File: src/rtl/alu_control_mdu.sv
// ALU control decode for the single-cycle RV32 core, plus an iterative RV32M
// multiply/divide sequencer that stalls the pipeline until its result is ready.
//
// state | meaning
// IDLE  | waiting for an MDU instruction
// MUL   | shift-add multiply, one multiplier bit per cycle
// DIV   | restoring divide, one quotient bit per cycle
// DONE  | sign fix-up, result load, stall released
module alu_control_mdu #(
  parameter int XLEN   = 32,
  parameter int CTRL_W = 4
) (
  input  logic              clk,
  input  logic              rst,
  input  logic              in_valid,
  input  logic              flush,
  input  logic [2:0]        ALUOp,
  input  logic [2:0]        funct3,
  input  logic [6:0]        funct7,
  input  logic [6:0]        opCode,
  input  logic [XLEN-1:0]   operand_a,
  input  logic [XLEN-1:0]   operand_b,
  output logic [CTRL_W-1:0] ALUControl,
  output logic              is_mdu,
  output logic              stall,
  output logic              mdu_busy,
  output logic              result_valid,
  output logic [XLEN-1:0]   mdu_result
);

  localparam int CW = $clog2(XLEN);

  localparam logic [CTRL_W-1:0] C_AND  = CTRL_W'(0);
  localparam logic [CTRL_W-1:0] C_OR   = CTRL_W'(1);
  localparam logic [CTRL_W-1:0] C_ADD  = CTRL_W'(2);
  localparam logic [CTRL_W-1:0] C_SRL  = CTRL_W'(3);
  localparam logic [CTRL_W-1:0] C_SLT  = CTRL_W'(4);
  localparam logic [CTRL_W-1:0] C_SUB  = CTRL_W'(6);
  localparam logic [CTRL_W-1:0] C_SLL  = CTRL_W'(7);
  localparam logic [CTRL_W-1:0] C_SLTU = CTRL_W'(8);
  localparam logic [CTRL_W-1:0] C_XOR  = CTRL_W'(9);
  localparam logic [CTRL_W-1:0] C_SRA  = CTRL_W'(10);
  localparam logic [CTRL_W-1:0] C_MDU  = CTRL_W'(15);

  localparam logic [6:0]      OP_R   = 7'b0110011;
  localparam logic [XLEN-1:0] SMIN   = {1'b1, {(XLEN-1){1'b0}}};
  localparam logic [XLEN-1:0] ONES   = {XLEN{1'b1}};

  typedef enum logic [1:0] {S_IDLE, S_MUL, S_DIV, S_DONE} state_t;

  state_t          state;
  logic [XLEN-1:0] acc_hi;
  logic [XLEN-1:0] acc_lo;
  logic [XLEN-1:0] opnd_m;
  logic [XLEN-1:0] dividend_raw;
  logic [2:0]      op_f3;
  logic            neg_main;
  logic            neg_rem;
  logic            div_zero;
  logic            div_ovf;
  logic [CW-1:0]   cnt;

  // ---------------- combinational decode ----------------
  always_comb begin
    ALUControl = C_ADD;
    is_mdu     = 1'b0;
    case (ALUOp)
      3'b000: ALUControl = C_ADD;
      3'b001: ALUControl = C_SUB;
      3'b011: ALUControl = C_SRL;
      3'b010: begin
        if (opCode == OP_R && funct7 == 7'h01) begin
          ALUControl = C_MDU;
          is_mdu     = 1'b1;
        end else begin
          case (funct3)
            3'b000: ALUControl = (opCode == OP_R && funct7 == 7'h20) ? C_SUB : C_ADD;
            3'b001: ALUControl = C_SLL;
            3'b010: ALUControl = C_SLT;
            3'b011: ALUControl = C_SLTU;
            3'b100: ALUControl = C_XOR;
            3'b101: ALUControl = (funct7 == 7'h20) ? C_SRA : C_SRL;
            3'b110: ALUControl = C_OR;
            default: ALUControl = C_AND;
          endcase
        end
      end
      default: ALUControl = C_ADD;
    endcase
  end

  assign stall    = in_valid & is_mdu & (state != S_DONE);
  assign mdu_busy = (state != S_IDLE);

  // ---------------- operand preparation at accept ----------------
  logic            a_signed, b_signed, a_neg, b_neg, acc_div, acc_zero, acc_ovf;
  logic [XLEN-1:0] a_mag, b_mag;

  always_comb begin
    a_signed = (funct3 == 3'd1) || (funct3 == 3'd2) || (funct3 == 3'd4) || (funct3 == 3'd6);
    b_signed = (funct3 == 3'd1) || (funct3 == 3'd4) || (funct3 == 3'd6);
    a_neg    = a_signed & operand_a[XLEN-1];
    b_neg    = b_signed & operand_b[XLEN-1];
    a_mag    = a_neg ? (~operand_a + 1'b1) : operand_a;
    b_mag    = b_neg ? (~operand_b + 1'b1) : operand_b;
    acc_div  = funct3[2];
    acc_zero = acc_div && (operand_b == '0);
    acc_ovf  = acc_div && !funct3[0] && (operand_a == SMIN) && (operand_b == ONES);
  end

  // ---------------- datapath steps ----------------
  logic [XLEN:0] mul_sum;
  logic [XLEN:0] div_shift;
  logic [XLEN:0] div_diff;

  always_comb begin
    mul_sum   = {1'b0, acc_hi} + (acc_lo[0] ? {1'b0, opnd_m} : {(XLEN+1){1'b0}});
    div_shift = {acc_hi, acc_lo[XLEN-1]};
    div_diff  = div_shift - {1'b0, opnd_m};
  end

  // Sign fix-up and half select, evaluated while in DONE.
  logic [2*XLEN-1:0] prod_s;
  logic [XLEN-1:0]   quot_s, rem_s, final_res;

  always_comb begin
    prod_s = neg_main ? (~{acc_hi, acc_lo} + 1'b1) : {acc_hi, acc_lo};
    quot_s = neg_main ? (~acc_lo + 1'b1) : acc_lo;
    rem_s  = neg_rem  ? (~acc_hi + 1'b1) : acc_hi;
    case (op_f3)
      3'd0:         final_res = prod_s[XLEN-1:0];
      3'd1, 3'd2,
      3'd3:         final_res = prod_s[2*XLEN-1:XLEN];
      3'd4, 3'd5:   final_res = div_zero ? ONES : (div_ovf ? SMIN : quot_s);
      default:      final_res = div_zero ? dividend_raw : (div_ovf ? '0 : rem_s);
    endcase
  end

  // ---------------- sequencer ----------------
  always_ff @(posedge clk) begin
    if (rst) begin
      state        <= S_IDLE;
      acc_hi       <= '0;
      acc_lo       <= '0;
      opnd_m       <= '0;
      dividend_raw <= '0;
      op_f3        <= '0;
      neg_main     <= 1'b0;
      neg_rem      <= 1'b0;
      div_zero     <= 1'b0;
      div_ovf      <= 1'b0;
      cnt          <= '0;
      result_valid <= 1'b0;
      mdu_result   <= '0;
    end else begin
      result_valid <= 1'b0;
      if (flush) begin
        state <= S_IDLE;
      end else begin
        case (state)
          S_IDLE: begin
            if (in_valid && is_mdu) begin
              acc_hi       <= '0;
              acc_lo       <= a_mag;
              opnd_m       <= b_mag;
              dividend_raw <= operand_a;
              op_f3        <= funct3;
              neg_main     <= a_neg ^ b_neg;
              neg_rem      <= a_neg;
              div_zero     <= acc_zero;
              div_ovf      <= acc_ovf;
              cnt          <= CW'(XLEN-1);
              if (acc_zero || acc_ovf) state <= S_DONE;
              else if (acc_div)        state <= S_DIV;
              else                     state <= S_MUL;
            end
          end
          S_MUL: begin
            acc_hi <= mul_sum[XLEN:1];
            acc_lo <= {mul_sum[0], acc_lo[XLEN-1:1]};
            if (cnt == '0) state <= S_DONE;
            else           cnt   <= cnt - 1'b1;
          end
          S_DIV: begin
            if (!div_diff[XLEN]) begin
              acc_hi <= div_diff[XLEN-1:0];
              acc_lo <= {acc_lo[XLEN-2:0], 1'b1};
            end else begin
              acc_hi <= div_shift[XLEN-1:0];
              acc_lo <= {acc_lo[XLEN-2:0], 1'b0};
            end
            if (cnt == '0) state <= S_DONE;
            else           cnt   <= cnt - 1'b1;
          end
          default: begin
            mdu_result   <= final_res;
            result_valid <= 1'b1;
            state        <= S_IDLE;
          end
        endcase
      end
    end
  end

endmodule

File: config.mk
export PLATFORM = sky130hd
export DESIGN_NAME = alu_control_mdu
export DESIGN_NICKNAME = d
export VERILOG_FILES = /design/src/rtl/alu_control_mdu.sv
export SDC_FILE = /design/constraint.sdc
export NUM_CORES = 1
export LEC_CHECK = 0
export BUFFER_PORTS_ARGS = -buffer_cell sky130_fd_sc_hd__buf_2
export CAP_MARGIN = 20
export CORE_ASPECT_RATIO = 0.7
export CORE_MARGIN = 2
export CORE_UTILIZATION = 50
export CTS_BUF_LIST = sky130_fd_sc_hd__clkbuf_4
export DETAILED_ROUTE_END_ITERATION = 10
export HOLD_SLACK_MARGIN = 0.05
export PLACE_DENSITY = 0.74
export REMOVE_ABC_BUFFERS = 1
export SYNTH_ARGS = -nofsm -noshare
export SYNTH_HDL_FRONTEND = slang
export SYNTH_SLANG_ARGS = --single-unit
File: constraint.sdc
create_clock -name clk -period 7.55 [get_ports clk]
set_clock_uncertainty 0.05 [all_clocks]
set_input_delay 0 -clock clk [delete_from_list [all_inputs] [get_ports clk]]
set_output_delay 0 -clock clk [all_outputs]
set_load 0.03 [all_outputs]
==> results.json <==
{
  "hpwl_um": 38280,
  "ff2ff_path_depth": 11,
  "synth_area_leaders": "dfxtp_1, xnor2_1, ha_1",
  "wl_per_cell_um": 21.12,
  "cts_resized": 0,
  "setup_slack_ps": 3412,
  "ys_seq_elements": 175,
  "reg2reg_slack_ps": 3410,
  "clk_path_buf_depth": 2,
  "startpoint_type": "register",
  "crit_required_ps": 8100,
  "synth_area_per_cell_um2": 7.362,
  "grt_pass1_wl_um": 85670,
  "numCtsBuffers": 17,
  "yosys.area.top_type": "dfxtp_1",
  "yosysMostFrequentCell": "nand2_1",
  "rsz0062_at_grt": "no",
  "grt_start_max_net_pins": 76,
  "drtAntennaViolNets": 0,
  "drt_iter0_markers": 2187,
  "grt_util_all_layers_pct": 34.19,
  "via_count": 17070,
  "yosysUniqueCellTypes": 88,
  "internal_power_uw": 1197,
  "cts-root-buf": "clkbuf_4",
  "synth_top_area_share_pct": 23.04,
  "power.density_mw_per_mm2": 97.26,
  "fin_crit_ps": 4138,
  "yosysSeqAreaShare_pct": 23.04,
  "dr.pass1.iters": 7,
  "p_comb_share_pct": 11.5,
  "clockPowerShare_pct": 34.7,
  "place_ws_ps": 2957,
  "core_mm2": 0.02997,
  "dieWidth_um": 212.4,
  "relSlewSlack_pct": 18.76,
  "clkSlewWorstSetupHoldPaths_ps": 180,
  "yosys_most_used_dff": "dfxtp_1",
  "finalCritPeriodShare_pct": 54.81,
  "viasPerCell": 6.477,
  "hold_depth": 6,
  "power_uw": 1715,
  "grt_pass1_vias": 15650,
  "switching_share_pct": 30.21,
  "dieArea_mm2": 0.03184,
  "critPathArrivalTime_ps": 4690,
  "p_seq_share_pct": 53.9,
  "wirelength_um": 55680,
  "worstSetupEndpointType": "register",
  "whs_ps": 64.66,
  "finalSetupTns_ps": 0,
  "die_h_um": 149.9,
  "ios": 128,
  "drc": 0,
  "antenna_found_initial": 4,
  "layout.nets": 2373,
  "max_freq_ghz": 0.2417,
  "grt.overflow.total": 0,
  "postSynth.asyncResetShare_pct": 0,
  "criticalPathCategory": "reg2reg",
  "cts_setup_buffers": 0,
  "min_path_type": "in2reg",
  "max_cap_viol_count": 0,
  "final_area_mm2": 0.01764,
  "ir_worst_vdd_mv": 0.09717,
  "status": "finished clean",
  "setup_viol": 0,
  "gp_congestion": 0.9660,
  "p_leak_uw": 0.006958,
  "synth_edf_count": 0,
  "finalHoldViolCount": 0,
  "portBuffers": 127,
  "yosys_warnings": 0,
  "start_util_pct": 50.72,
  "path_max_fanout": 9,
  "cts_sinks": 175,
  "tightest_slew_ps": 1217,
  "netlist_instances": 2065,
  "drive_gt1_share_pct": 10.72,
  "cts_max_level": 4,
  "syn_area_mm2": 0.01520,
  "synth_commonest_cells": "nand2_1, nor2_1, a21oi_1",
  "clk_latency_ps": 700,
  "cts_tree": "yes",
  "place_area_mm2": 0.01590,
  "drv_slew": 0,
  "placementRows": 53,
  "area_delta_synth_final_pct": 16.01,
  "p_sw_uw": 518.2
}
## state kept, by name, indices dropped and copies added, names as in the netlist
name          flops
neg_main          1
acc_lo           32
opnd_m           32
state             2
mdu_result       32
dividend_raw     32
op_f3             3
cnt               5
result_valid      1
div_zero          1
acc_hi           32
neg_rem           1
div_ovf           1
## through the flow
stage	utilization (%)	std cells
after global routing	58.84	2636
after detailed placement	53.04	2458
after global placement	53.04	2458
after floorplan	-	1895
final	58.84	2636
after CTS	58.70	2631
## what timing repair did
action	4_1_cts	5_1_grt
endpoints found under the hold margin	138	0
setup endpoints to repair	0	0
hold buffers	141	0
## final cells by class
type,count,area [µm²]
antenna,3,7.507
clock buffer,18,135.1
clock inverter,14,150.1
fill,2796,12340
inverter,75,281.5
multi-input combinational,1645,10780
sequential,175,3505
tap,412,515.5
timing repair buffer,294,2265
## critical path, cell delays in order (launching register included)
cell	delay, ps
dfxtp_1	570
inv_1	230
fa_1	490
nor2b_1	210
o31ai_1	160
a211o_1	340
and3_1	190
o41ai_1	710
a41oi_1	280
nor2_1	230
mux2_2	370
o31ai_1	220
## kinds of logic (layout without fill, tap and decap cells)
kind of cell,Yosys count,after routing,share of synthesized area (%)
AOI/OAI and AO/OA,653,653,29.35
DFF,175,175,23.04
and+or+nand+nor,708,708,22.71
other,0,3,0
muxes,16,16,1.128
adders and majority gates,77,77,6.436
xor gates and xnor gates,191,191,11.00
buffers and inverters,245,401,6.329
## cells in the final DEF, fill, tap and decap left out, types with 16 or more instances in the layout
cell type      netlist  layout
o31ai_1             26      26
nand2_1            227     227
or4_1               16      16
clkbuf_4             0      18
a21o_1              34      34
a211oi_1            43      41
a311oi_1            16      16
buf_2               12     126
nor2_1             193     192
xnor2_1            113     113
a2111oi_0           29      29
and2_1              16      16
xor2_1              78      78
a221oi_1            61      61
a21oi_1            176     176
dfxtp_1            175     174
inv_1               74      74
nand4_1             19      19
buf_4                1      25
nand3_1             51      51
or3_1               17      17
a22oi_1             17      17
ha_1                75      73
dlygate4sd3_1        0     141
nor3_1              48      47
nor4_1              28      28
o21ai_0             97      97
## path summary, 6_finish.rpt
kind | endpoint | start
worst max-delay path | acc_hi[26] | acc_hi[0]
worst min-delay path | acc_hi[3] | funct7[5]
worst max register to register | acc_hi[26] | acc_hi[0]
worst min register to register | mdu_result[23] | mdu_result[23]
## per-layer routing
metal  wire (µm)  GRT usage [%]  vias up
met5           8              0        -
met4        1368          10.14        2
met3        5892          8.520      131
met2       23930          51.01      957
met1       24480          48.37     8094
li1            -              -     7889
## power by group through the flow
stage | registers, µW | logic, µW | clock network (µW)
floorplan | 944 | 62.0 | 0
global placement | 944 | 137 | 0
detailed placement | 944 | 140 | 0
CTS | 924 | 189 | 593
global route | 925 | 211 | 627
finish | 924 | 197 | 595
Note: power is estimated with default switching activity, not from simulation.
